--- src/rtl/washer_pkg.sv ---
// Shared encodings for the programmable washer sequencer: states, program modes,
// fault codes and wash/rinse phase.
package washer_pkg;

    localparam logic [3:0] S_IDLE    = 4'd0;
    localparam logic [3:0] S_FILL    = 4'd1;
    localparam logic [3:0] S_AGITATE = 4'd2;
    localparam logic [3:0] S_DRAIN   = 4'd3;
    localparam logic [3:0] S_SPIN    = 4'd4;
    localparam logic [3:0] S_PAUSE   = 4'd5;
    localparam logic [3:0] S_ABORT   = 4'd6;
    localparam logic [3:0] S_DONE    = 4'd7;
    localparam logic [3:0] S_FAULT   = 4'd8;

    localparam logic [1:0] MODE_NORMAL = 2'b00;
    localparam logic [1:0] MODE_QUICK  = 2'b01;
    localparam logic [1:0] MODE_HEAVY  = 2'b10;
    localparam logic [1:0] MODE_RINSE  = 2'b11;

    localparam logic [2:0] FC_NONE  = 3'd0;
    localparam logic [2:0] FC_FILL  = 3'd1;
    localparam logic [2:0] FC_DRAIN = 3'd2;
    localparam logic [2:0] FC_DOOR  = 3'd3;

    typedef enum logic {PH_WASH = 1'b0, PH_RINSE = 1'b1} phase_t;

    function automatic logic is_busy(input logic [3:0] s);
        return !(s == S_IDLE || s == S_DONE || s == S_FAULT);
    endfunction

endpackage

--- src/rtl/washer_ctrl_prog_timer.sv ---
// Phase timer: clears on state change, freezes while paused, saturates at all-ones,
// and flags when the count equals the limit selected by the controller.
module washer_phase_timer #(
    parameter int CNT_W = 16
) (
    input  logic             clk,
    input  logic             rst,
    input  logic             clr,
    input  logic             hold,
    input  logic [CNT_W-1:0] limit,
    output logic [CNT_W-1:0] count,
    output logic             at_limit
);

    always_ff @(posedge clk) begin
        if (rst || clr) begin
            count <= '0;
        end else if (!hold && count != '1) begin
            count <= count + 1'b1;
        end
    end

    assign at_limit = (count == limit);

endmodule

--- src/rtl/washer_ctrl_prog.sv ---
// Programmable washer sequencer: program latch, rinse pass counter, pause/resume,
// cancel-with-drain and coded faults around a single Moore FSM.
module washer_ctrl_prog
    import washer_pkg::*;
#(
    parameter int CNT_W     = 16,
    parameter int WASH_T    = 1000,
    parameter int RINSE_T   = 400,
    parameter int SPIN_MIN  = 200,
    parameter int SPIN_T    = 800,
    parameter int FILL_TO   = 500,
    parameter int DRAIN_TO  = 500,
    parameter int HEAVY_RIN = 2
) (
    input  logic       clk,
    input  logic       rst,
    input  logic       start,
    input  logic [1:0] mode,
    input  logic       door_open,
    input  logic       water_full,
    input  logic       drained,
    input  logic       dry_sensor,
    input  logic       cancel,
    output logic       water_fill,
    output logic       motor_wash,
    output logic       motor_spin,
    output logic       drain,
    output logic       door_lock,
    output logic       busy,
    output logic       done,
    output logic       fault,
    output logic [2:0] fault_code,
    output logic [3:0] state_o
);

    localparam logic [CNT_W-1:0] FILL_LIM  = CNT_W'(FILL_TO - 1);
    localparam logic [CNT_W-1:0] DRAIN_LIM = CNT_W'(DRAIN_TO - 1);
    localparam logic [CNT_W-1:0] SPIN_LIM  = CNT_W'(SPIN_T - 1);
    localparam logic [CNT_W-1:0] RINSE_LEN = CNT_W'(RINSE_T);
    localparam logic [CNT_W-1:0] SPIN_MN   = CNT_W'(SPIN_MIN);

    logic [3:0]       state, state_nx, resume_state;
    logic [2:0]       fc_nx, rinse_left;
    phase_t           phase;
    logic [CNT_W-1:0] wash_len, agit_len, limit, count;
    logic             at_limit, tmr_clr, tmr_hold;

    assign agit_len = (phase == PH_WASH) ? wash_len : RINSE_LEN;

    always_comb begin
        limit = '1;
        case (state)
            S_FILL:           limit = FILL_LIM;
            S_AGITATE:        limit = agit_len - 1'b1;
            S_DRAIN, S_ABORT: limit = DRAIN_LIM;
            S_SPIN:           limit = SPIN_LIM;
            default:          limit = '1;
        endcase
    end

    // Priority inside each state: cancel, then door, then success, then timeout.
    always_comb begin
        state_nx = state;
        fc_nx    = fault_code;
        case (state)
            S_IDLE: if (start && !door_open && !cancel) state_nx = S_FILL;
            S_FILL: begin
                if (cancel)          state_nx = S_ABORT;
                else if (door_open)  state_nx = S_PAUSE;
                else if (water_full) state_nx = S_AGITATE;
                else if (at_limit) begin state_nx = S_FAULT; fc_nx = FC_FILL; end
            end
            S_AGITATE: begin
                if (cancel)         state_nx = S_ABORT;
                else if (door_open) state_nx = S_PAUSE;
                else if (at_limit)  state_nx = S_DRAIN;
            end
            S_DRAIN: begin
                if (cancel)         state_nx = S_ABORT;
                else if (door_open) begin state_nx = S_FAULT; fc_nx = FC_DOOR; end
                else if (drained)   state_nx = (rinse_left != 3'd0) ? S_FILL : S_SPIN;
                else if (at_limit)  begin state_nx = S_FAULT; fc_nx = FC_DRAIN; end
            end
            S_SPIN: begin
                if (cancel)         state_nx = S_ABORT;
                else if (door_open) begin state_nx = S_FAULT; fc_nx = FC_DOOR; end
                else if ((dry_sensor && count >= SPIN_MN) || at_limit) state_nx = S_DONE;
            end
            S_PAUSE: begin
                if (cancel)                     state_nx = S_ABORT;
                else if (start && !door_open)   state_nx = resume_state;
            end
            S_ABORT: begin
                if (drained)       state_nx = S_IDLE;
                else if (at_limit) begin state_nx = S_FAULT; fc_nx = FC_DRAIN; end
            end
            S_DONE:  state_nx = S_IDLE;
            S_FAULT: if (cancel && drained) begin state_nx = S_IDLE; fc_nx = FC_NONE; end
            default: state_nx = S_IDLE;
        endcase
    end

    // Pause entry and resume keep the count; every other transition restarts it.
    assign tmr_hold = (state == S_PAUSE) || (state_nx == S_PAUSE);
    assign tmr_clr  = (state_nx != state) && (state_nx != S_PAUSE) &&
                      !(state == S_PAUSE && state_nx != S_ABORT);

    washer_phase_timer #(.CNT_W(CNT_W)) u_timer (
        .clk      (clk),
        .rst      (rst),
        .clr      (tmr_clr),
        .hold     (tmr_hold),
        .limit    (limit),
        .count    (count),
        .at_limit (at_limit)
    );

    always_ff @(posedge clk) begin
        if (rst) begin
            state        <= S_IDLE;
            resume_state <= S_FILL;
            fault_code   <= FC_NONE;
            rinse_left   <= 3'd0;
            phase        <= PH_WASH;
            wash_len     <= '0;
        end else begin
            state      <= state_nx;
            fault_code <= fc_nx;
            if (state_nx == S_PAUSE && state != S_PAUSE) resume_state <= state;
            if (state == S_IDLE && state_nx == S_FILL) begin
                phase <= (mode == MODE_RINSE) ? PH_RINSE : PH_WASH;
                case (mode)
                    MODE_HEAVY: begin rinse_left <= 3'(HEAVY_RIN); wash_len <= CNT_W'(WASH_T * 2); end
                    MODE_QUICK: begin rinse_left <= 3'd1; wash_len <= CNT_W'(WASH_T / 2); end
                    MODE_RINSE: begin rinse_left <= 3'd0; wash_len <= CNT_W'(WASH_T); end
                    default:    begin rinse_left <= 3'd1; wash_len <= CNT_W'(WASH_T); end
                endcase
            end else if (state == S_DRAIN && state_nx == S_FILL) begin
                rinse_left <= rinse_left - 3'd1;
                phase      <= PH_RINSE;
            end
        end
    end

    always_comb begin
        water_fill = (state == S_FILL);
        motor_wash = (state == S_AGITATE);
        motor_spin = (state == S_SPIN);
        drain      = (state == S_DRAIN) || (state == S_SPIN) || (state == S_ABORT);
        door_lock  = 1'b0;
        case (state)
            S_FILL, S_AGITATE, S_DRAIN, S_SPIN, S_ABORT: door_lock = 1'b1;
            S_PAUSE, S_FAULT:                            door_lock = !drained;
            default:                                     door_lock = 1'b0;
        endcase
        busy    = is_busy(state);
        done    = (state == S_DONE);
        fault   = (state == S_FAULT);
        state_o = state;
    end

endmodule

--- config.mk ---
export PLATFORM = sky130hd
export DESIGN_NAME = washer_ctrl_prog
export DESIGN_NICKNAME = d
export VERILOG_FILES = /design/src/rtl/washer_pkg.sv /design/src/rtl/washer_ctrl_prog_timer.sv /design/src/rtl/washer_ctrl_prog.sv
export SDC_FILE = /design/constraint.sdc
export NUM_CORES = 1
export LEC_CHECK = 0
export CAP_MARGIN = 25
export CORE_AREA = 2 2 102 104
export CTS_CLUSTER_DIAMETER = 50
export CTS_CLUSTER_SIZE = 10
export DETAILED_ROUTE_END_ITERATION = 12
export DIE_AREA = 0 0 104 106
export HOLD_SLACK_MARGIN = 0.08
export SETUP_SLACK_MARGIN = 0.4
export SYNTH_ARGS = -nofsm -noshare
export SYNTH_HDL_FRONTEND = slang
export SYNTH_HIERARCHICAL = 1
export SYNTH_SLANG_ARGS = --single-unit
export TNS_END_PERCENT = 10
--- constraint.sdc ---
create_clock -name clk -period 5 [get_ports clk]
set_input_delay 1 -clock clk [delete_from_list [all_inputs] [get_ports clk]]
set_output_delay 1 -clock clk [all_outputs]
set_load 0.005 [all_outputs]
==> run metrics, run 1 <==
area of the core roughly 10000 um2; HP Start fault_code[1]; R2R Setup Slk between 0.5 and 0.6 ns; Avg Inst Size Synth about 7.7 um2; initial detailed-routing violation count around 190; PortBufs 24; Initial Util just under 30%; clk slew on worst S/H paths ~0.090 ns; CP required approximately 5.3 ns; remaining routing DRC violations 0; clock sinks 38; CTS max path bufs 2; Final Hold Fails 0; Hold Crit Class flop to flop; P&R area growth vs syn 25.6%; cell row count 37; cell leakage power roughly 1.3 nW; CTS root buf clkbuf_8; cts bufs inserted 5; dpl cell area roughly 3300 um2; die area ~11000 um2; Max Cap Violations 0; Post-synth EDFFs 0; async set-reset flop share out of synthesis 0%; H-Tree Depth 2; Yosys warnings 6; mux cell area share after synthesis approximately 1.4%; critical path capture point type flop; n_diodes 0; Wirelength per Cell between 15 and 20 um; layout cell share with drive strength beyond 1 between 10% and 20%; Max VDD drop between 100 and 150 uV; Slew Limit Headroom about 36%; antenna violations before repair 0; vias in the first global route between 2000 and 3000; crit path cell chain or3_1, or4_4, o21ai_1, xnor2_1, nand4_1, nor4_4, nor3b_2, nand3_1, a311oi_2, nor2_2, nand4b_1, nand2b_1, and4b_2, o211ai_1, or4_1, a21oi_2; FF-to-FF path depth 16; final WL approximately 8.5 mm; Final Skew 0.0127 ns; # IOs 25; adder-cell share of the synthesized area between 3 and 4%; setup TNS 0 ns; synthesis-stage register bit count 38; DIE WIDTH 104 um; Post-DRT Antenna Nets 0; final setup violation count 0; TritonRoute pass-1 iters 4; Distinct cells, synth a little over 70; largest net degree at the start of global routing 23; Die Ht 106 um; Synth Instances 377; CTS tree built; WP buf/inv 0; share of the yosys chip area belonging to registers 26.3%; post-synthesis xor/xnor area fraction 7.87%; WS Path Type flop to flop; hold path endpoint fault_code[1]; post-DP HPWL between 6 and 7 mm; Cell Area, Synth just under 3000 um2; period utilization 88.8%; vias per cell around 5.3; startpoint types flop; Post-layout nets 430; simple-gate share of the synthesized area between 30% and 40%; GR Util All Layers about 15%; gr ovfl total 0; unrepaired setup endpoints after global routing true; status finished clean; Critical R2R Capture u_timer/count[13]; Critical Path AT between 4 and 5 ns; largest family of logic cells by synthesized area simple AND/OR/NAND/NOR gates; measured slew at the worst slew-check pin slightly below 1 ns; most common cell after layout, fill and taps aside nand2_1; crit-path max cell delay 0.52 ns; via count just under 3000; GPL Wtd Cong 0.902; CP max-delay cell or4_1; startpoint of the worst register-to-register path wash_len[2]; most frequent cells in the layout nand2_1 (38), dfxtp_1 (36), nor2_1 (35), clkdlybuf4s50_1 (24), xnor2_1 (22); hold path depth 2; final count of pins violating max slew 0; crit path max fanout 6; ys flop type dfxtp_1; Period minus WS final between 4 and 5 ns; pwr dens 290 nW/um2; wire length of the first global-routing pass 13.7 mm; crit-path leading delay family simple AND/OR/NAND/NOR gates; Clock Latency Late Sink 0.31 ns; Peak Freq around 0.23 GHz; Synth Area in Compound Gates 20.4%; design area approximately 3600 um2
==> per-layer routing <==
| layer | track usage (%) | routed length [um] | vias up |
|---|---|---|---|
| li1 | - | - | 1440 |
| met4 | 5.89 | 141 | 0 |
| met5 | 0 | 0 | - |
| met1 | 20.0 | 3970 | 1366 |
| met3 | 1.90 | 366 | 11 |
| met2 | 24.9 | 4040 | 88 |
==> worst min-delay path, delay by kind of cell, from the launching register on <==
family	cells	cell delay, ns
compound gates	1	0.05
buf+inv	1	0.05
flops	1	0.32
==> state kept, by name, summed over array words and instances, names as in the netlist <==
register / count
state_o: 4
rinse_left: 3
wash_len: 7
resume_state: 4
u_timer/count: 16
phase: 1
fault_code: 3
==> timing repair <==
action	in CTS	in global routing
gates cloned	0	0
setup endpoints to repair	16	18
gates resized for setup	2	37
buffers inserted	0	7
hold buffers	0	0
pin swaps	0	10
==> synth_stat cells (all sizes together) (8+ instances only) <==
master / count / area (um2)
o31ai: 8 / 60.1
nand4: 10 / 92.6
a21oi: 20 / 100
nand2: 40 / 150
nand3: 12 / 60.1
or3: 8 / 55.1
ha: 9 / 113
o21ai: 21 / 105
or4: 9 / 67.6
dfxtp: 38 / 761
buf: 12 / 62.6
nor2: 38 / 143
xnor2: 22 / 193
inv: 20 / 75.1
==> where the power goes <==
part / leakage (nW) / switching (W) / internal (W)
logic: 0.984 / 0.000230 / 0.000197
registers: 0.309 / 0.0000239 / 0.000324
clock network: 0.0504 / 0.000130 / 0.000149
==> cells by family after synthesis <==
group | after synthesis
flops | 38
xor+xnor | 26
buf+inv | 39
mux | 4
compound gates | 86
other cells | 1
simple gates | 174
fa+ha+maj | 9
==> stage by stage <==
step                      total power, W  utilization [%]  instances  hold slack, ns  setup slack, ns
after floorplan                 0.000616                -        378           0.422            0.492
after global placement          0.000744             33.2        533           0.441            0.229
after detailed placement        0.000745             33.2        533           0.443            0.162
after CTS                        0.00103             34.4        541           0.457            0.333
after global routing             0.00112             36.3        548           0.483            0.343
final                            0.00105             36.3        548           0.462            0.560
==> final cells by class <==
cell class / count / area (um2)
Clock inverter: 3 / 45.0
Fill cell: 1055 / 6370
Tap cell: 136 / 170
Multi-Input combinational cell: 301 / 2110
Clock buffer: 5 / 68.8
Timing Repair Buffer: 45 / 398
Inverter: 20 / 75.1
Sequential cell: 38 / 766
==> worst max-delay path by stage <==
| stage | endpoint | cells past startpoint | start |
|---|---|---|---|
| finish | u_timer/count[13] | 16 | wash_len[2] |
| floorplan | u_timer/count[9] | 17 | wash_len[2] |
| CTS | u_timer/count[14] | 18 | wash_len[2] |
| global route | u_timer/count[13] | 20 | phase |
| global placement | u_timer/count[5] | 16 | wash_len[2] |
| detailed placement | u_timer/count[14] | 18 | wash_len[2] |
No activity file was read; power rests on OpenSTA's default activity.
==> run 2: changes to the inputs <==
--- a/config.mk
+++ b/config.mk
@@ -5,7 +5,6 @@
 export SDC_FILE = /design/constraint.sdc
 export NUM_CORES = 1
 export LEC_CHECK = 0
-export CAP_MARGIN = 25
 export CORE_AREA = 2 2 102 104
 export CTS_CLUSTER_DIAMETER = 50
 export CTS_CLUSTER_SIZE = 10
@@ -17,4 +16,3 @@
 export SYNTH_HDL_FRONTEND = slang
 export SYNTH_HIERARCHICAL = 1
 export SYNTH_SLANG_ARGS = --single-unit
-export TNS_END_PERCENT = 10
==> run 2 against run 1 <==
Compared with the run above: register-to-register slack about the same; hold slack got worse by 0.0012 ns; core utilization did not move; first-iteration DRC count down 7.9%; non-clock buffer count unchanged; count of clock-buffer cells in the layout stayed put; critical path type unchanged; critical endpoint unchanged.
==> run metrics, run 2 (synthesized netlist as in run 1, its figures left out) <==
status finished clean; area of the core 10000 um2 (unchanged); CTS root buf clkbuf_8; Hold Crit Class flop to flop; Max VDD drop 110 uV (+0.17%); CTS Hold Buffers Added 0 (unchanged); Largest register FFs 16 (unchanged); DIE WIDTH 104 um (unchanged); setup TNS 0 ns (unchanged); CTS tree built; WS Path Type flop to flop; filler cell count 1055 (unchanged); Max Cap Violations 0 (unchanged); GPL Wtd Cong 0.902 (unchanged); dpl cell area 3320 um2 (unchanged); initial detailed-routing violation count 176 (-7.9%); final count of pins violating max slew 0 (unchanged); remaining routing DRC violations 0 (unchanged); cell row count 37 (unchanged); design area 3630 um2 (unchanged); Die Ht 106 um (unchanged); via count 2919 (+0.48%); CP required 5.25 ns (about the same); GR Util All Layers 15.1% (+0.039 points); clk slew on worst S/H paths 0.09 ns (about the same); die area 11000 um2 (unchanged); antenna violations before repair 0 (unchanged); layout cell share with drive strength beyond 1 17.5% (unchanged); final WL 8.50 mm (-0.16%); TritonRoute pass-1 iters 5 (+1); gr ovfl total 0 (unchanged); critical path capture point type flop; cell leakage power 1.34 nW (unchanged); CTS max path bufs 2 (unchanged); Wirelength per Cell 15.5 um (-0.16%); P&R area growth vs syn 25.6% (unchanged); most common cell after layout, fill and taps aside nand2_1; PortBufs 24 (unchanged); total power 0.00105 W (about the same); measured slew at the worst slew-check pin 0.962 ns (-0.000746 ns); cts bufs inserted 5 (unchanged); register name with the most flops u_timer/count; vias in the first global route 2786 (+0.22%); H-Tree Depth 2 (unchanged); vias per cell 5.33 (+0.48%); largest net degree at the start of global routing 23 (unchanged); crit path max fanout 6 (unchanged); Slew Limit Headroom 35.7% (+0.050 points); Critical Path AT 4.69 ns (about the same); wire length of the first global-routing pass 13.7 mm (+0.20%); pwr dens 290 nW/um2 (about the same); unrepaired setup endpoints after global routing true; Peak Freq 0.225 GHz (-0.10%); clock sinks 38 (unchanged); R2R Setup Slk 0.56 ns (about the same); largest registers u_timer/count: 16 flops, wash_len: 7 flops; Initial Util 28.9% (unchanged); Clock Latency Late Sink 0.31 ns (about the same); Post-DRT Antenna Nets 0 (unchanged); final setup violation count 0 (unchanged); n_diodes 0 (unchanged); most frequent cells in the layout nand2_1 (38), dfxtp_1 (36), nor2_1 (35), clkdlybuf4s50_1 (24), xnor2_1 (22); period utilization 88.9% (+0.090 points); post-DP HPWL 6.24 mm (unchanged); # IOs 25 (unchanged); Post-layout nets 430 (unchanged); startpoint types flop; Final Skew 0.0135 ns (+0.000802 ns); Period minus WS final 4.44 ns (+0.00449 ns); Final Hold Fails 0 (unchanged)
==> run 2: cell counts in the layout (fill, tap and decap cells not counted) <==
No cell type changed its count.
==> run 2: path summary, 6_finish.rpt <==
check                                      from           endpoint  cells after the start
worst max register to register      wash_len[2]  u_timer/count[13]                     16
worst max-delay path                wash_len[2]  u_timer/count[13]                     16
worst min-delay path            resume_state[0]    resume_state[0]                      2
worst min register to register  resume_state[0]    resume_state[0]                      2
==> run 2: final cells by class <==
type | instances | area [um2] | share of cell area, %
Timing Repair Buffer | 45 | 398 | 11.0
Multi-Input combinational cell | 301 | 2110 | 58.1
Sequential cell | 38 | 766 | 21.1
Tap cell | 136 | 170 | 4.68
Inverter | 20 | 75.1 | 2.07
Clock buffer | 5 | 68.8 | 1.89
Clock inverter | 3 | 45.0 | 1.24
==> run 2: power breakdown <==
group	total (W)	switching [W]	leakage [nW]	internal [W]
Sequential	0.000348	0.0000240	0.309	0.000324
Clock	0.000280	0.000131	0.0504	0.000149
Combinational	0.000426	0.000229	0.984	0.000197
==> run 2: layer usage <==
layer | vias up | track usage (%) | wire length (um)
met4 | 0 | 5.89 | 158
met1 | 1381 | 20.0 | 3950
li1 | 1439 | - | -
met5 | - | 0 | 0
met3 | 13 | 1.90 | 361
met2 | 86 | 25.0 | 4030
==> run 2: through the flow <==
stage | instances | hold WS, ns | setup WS, ns | util (%)
finish | 548 | 0.460 | 0.556 | 36.3
global route | 548 | 0.483 | 0.343 | 36.3
CTS | 541 | 0.457 | 0.419 | 34.6
detailed placement | 533 | 0.443 | 0.162 | 33.2
global placement | 533 | 0.441 | 0.229 | 33.2
floorplan | 378 | 0.422 | 0.492 | -
==> run 2: repair_timing <==
action                     in CTS  in global routing
pin swaps                       0                 10
setup endpoints to repair      16                 18
setup buffers                   0                  7
resized for setup               6                 33
==> run 2: worst max-delay path, cell delays in order, from the launching register on <==
cell,delay (ns)
dfxtp_1,0.33
or3_1,0.42
or4_4,0.48
o21ai_1,0.18
xnor2_1,0.14
nand4_1,0.17
nor4_4,0.39
nor3b_2,0.27
nand3_1,0.13
a311oi_2,0.32
nor2_2,0.14
nand4b_1,0.15
nand2b_1,0.12
and4b_2,0.34
o211ai_1,0.16
or4_1,0.52
a21oi_2,0.15
==> RTL change: new RTL, settings of run 1 <==
Register the inputs `mode` and `dry_sensor` before use, without a reset. The logic sees them one clock later. The other inputs are not delayed to match.
--- a/src/rtl/washer_ctrl_prog.sv
+++ b/src/rtl/washer_ctrl_prog.sv
@@ -40,2 +40,10 @@
     localparam logic [CNT_W-1:0] SPIN_MN   = CNT_W'(SPIN_MIN);
+
+    logic [1:0] mode_q;
+    logic dry_sensor_q;
+
+    always_ff @(posedge clk) begin
+        mode_q       <= mode;
+        dry_sensor_q <= dry_sensor;
+    end
 
@@ -86,3 +94,3 @@
                 else if (door_open) begin state_nx = S_FAULT; fc_nx = FC_DOOR; end
-                else if ((dry_sensor && count >= SPIN_MN) || at_limit) state_nx = S_DONE;
+                else if ((dry_sensor_q && count >= SPIN_MN) || at_limit) state_nx = S_DONE;
             end
@@ -130,4 +138,4 @@
             if (state == S_IDLE && state_nx == S_FILL) begin
-                phase <= (mode == MODE_RINSE) ? PH_RINSE : PH_WASH;
-                case (mode)
+                phase <= (mode_q == MODE_RINSE) ? PH_RINSE : PH_WASH;
+                case (mode_q)
                     MODE_HEAVY: begin rinse_left <= 3'(HEAVY_RIN); wash_len <= CNT_W'(WASH_T * 2); end
Behaviour: no difference found for any inputs over 10 cycles, from zero or initial values and one cycle with rst high; that may be too few to reach the edited logic, so the function may still have changed.
==> RTL change against run 1 <==
- sequential cell count increased by 3
- total power decreased by 13%
- sequential share of layout area increased by 1.1 points
- via count increased by 5.7%
- design area increased by 2.5%
- wire length increased by 2.4%
- count of clock-buffer cells in the layout increased by 1
- synthesized area increased by 5.6%
- worst setup slack got worse by 72 ps
- largest power group is now registers
==> RTL change: results (changes against run 1) <==
STA
  • Slew headroom: 0.412 (+0.0555)
  • Skew final: 13.4 ps (+0.683 ps)
  • Min Hold Slack: 471 ps (+9.44 ps)
  • Fmax: 222 MHz (-1.6%)

Power
  • Flop pwr share: 0.396 (+0.066)
  • Worst IR Drop VDD: 0.117 mV (+6.3%)
  • Leak Pwr: 1.28 nW (-5.1%)
  • P_int: 0.594 mW (-11%)

Route
  • Met2 wire len: 4050 microns (+0.27%)
  • DR WL met3: 355 microns (-3.0%)
  • Iteration-0 DRC Markers: 140 (-27%)
  • Post-Route WL: 8720 microns (+2.4%)
  • M1 WL: 4170 microns (+5.0%)
  • Vias/cell: 5.51 (+3.9%)

Cells and area
  • Final #Nets: 440 (+2.3%)

Logic synthesis
  • Synth unique cells: 79 (+9.7%)
  • Post-Synth Adder-Cell Area: 0.0369 (-0.00207)
  • Synth Area in Compound Gates: 0.243 (+0.0387)
  • Synth Area in XOR/XNOR: 0.0688 (-0.00992)
  • Mux share of post-synthesis cell area: 0.00696 (-0.00731)
  • Synth area leaders: dfxtp_1 27%, xnor2_1 6.3%, nor2_1 4.3%
  • Sequential area share after synthesis: 0.269 (+0.00566)

Min path
  • Hold path startpoint: fault_code[2]
  • Hold depth: 1 (-1)
  • Min-Delay Endpoint: fault_code[2]

Run status
  • Outcome: finished clean

Global routing
  • M2 GR Usage: 0.252 (+0.00329)
  • GRT Overall Usage: 0.155 (+0.00432)
  • First-pass GRT wire length: 14000 microns (+2.4%)
  • Largest net degree at the start of global routing: 24 (+4.3%)

Setup path
  • CP max stage delay: 390 ps (-130 ps)
  • Critical path capture point: u_timer/count[14]
  • Critical Path AT: 4700 ps (about the same)
  • R2R setup slack: 490 ps (-70 ps)
  • Crit path from: state_o[2]
  • Slowest cell on the critical path: or3_4
  • R2r worst-path depth: 17 (+1)

Placement
  • Hpwl dp: 6480 microns (+3.8%)

Clock network
  • Worst skew pair latency: 290 ps (-20 ps)
[RTL change: cell count changes in the layout (fill, tap and decap cells not counted), moves of 4 or more]
cell and change:
a21oi_1 +6, dfxtp_1 +4, o41ai_2 +4, nor3b_1 +5, inv_1 -4, nor3_1 +10
nand2_1 -19, nand2b_1 +4
[RTL change: through the flow]
| stage | util | worst slack (ps) | cell area, sq um |
|---|---|---|---|
| 2_1_floorplan | - | 422 | 3100 |
| 3_3_place_gp | 0.352 | 317 | 3520 |
| 3_5_place_dp | 0.352 | 172 | 3520 |
| 4_1_cts | 0.363 | 388 | 3630 |
| 5_1_grt | 0.372 | 311 | 3720 |
| 6_report | 0.372 | 489 | 3720 |
[RTL change: layout make-up]
| cell class | count | area, sq um |
|---|---|---|
| flip-flops and latches | 41 | 825 |
| clock buffers | 6 | 72.6 |
| inverters | 17 | 63.8 |
| multi-input cells | 308 | 2160 |
| fillers | 1053 | 6280 |
| well taps | 136 | 170 |
| repair buffers | 48 | 420 |
| clock inverters | 2 | 10.0 |
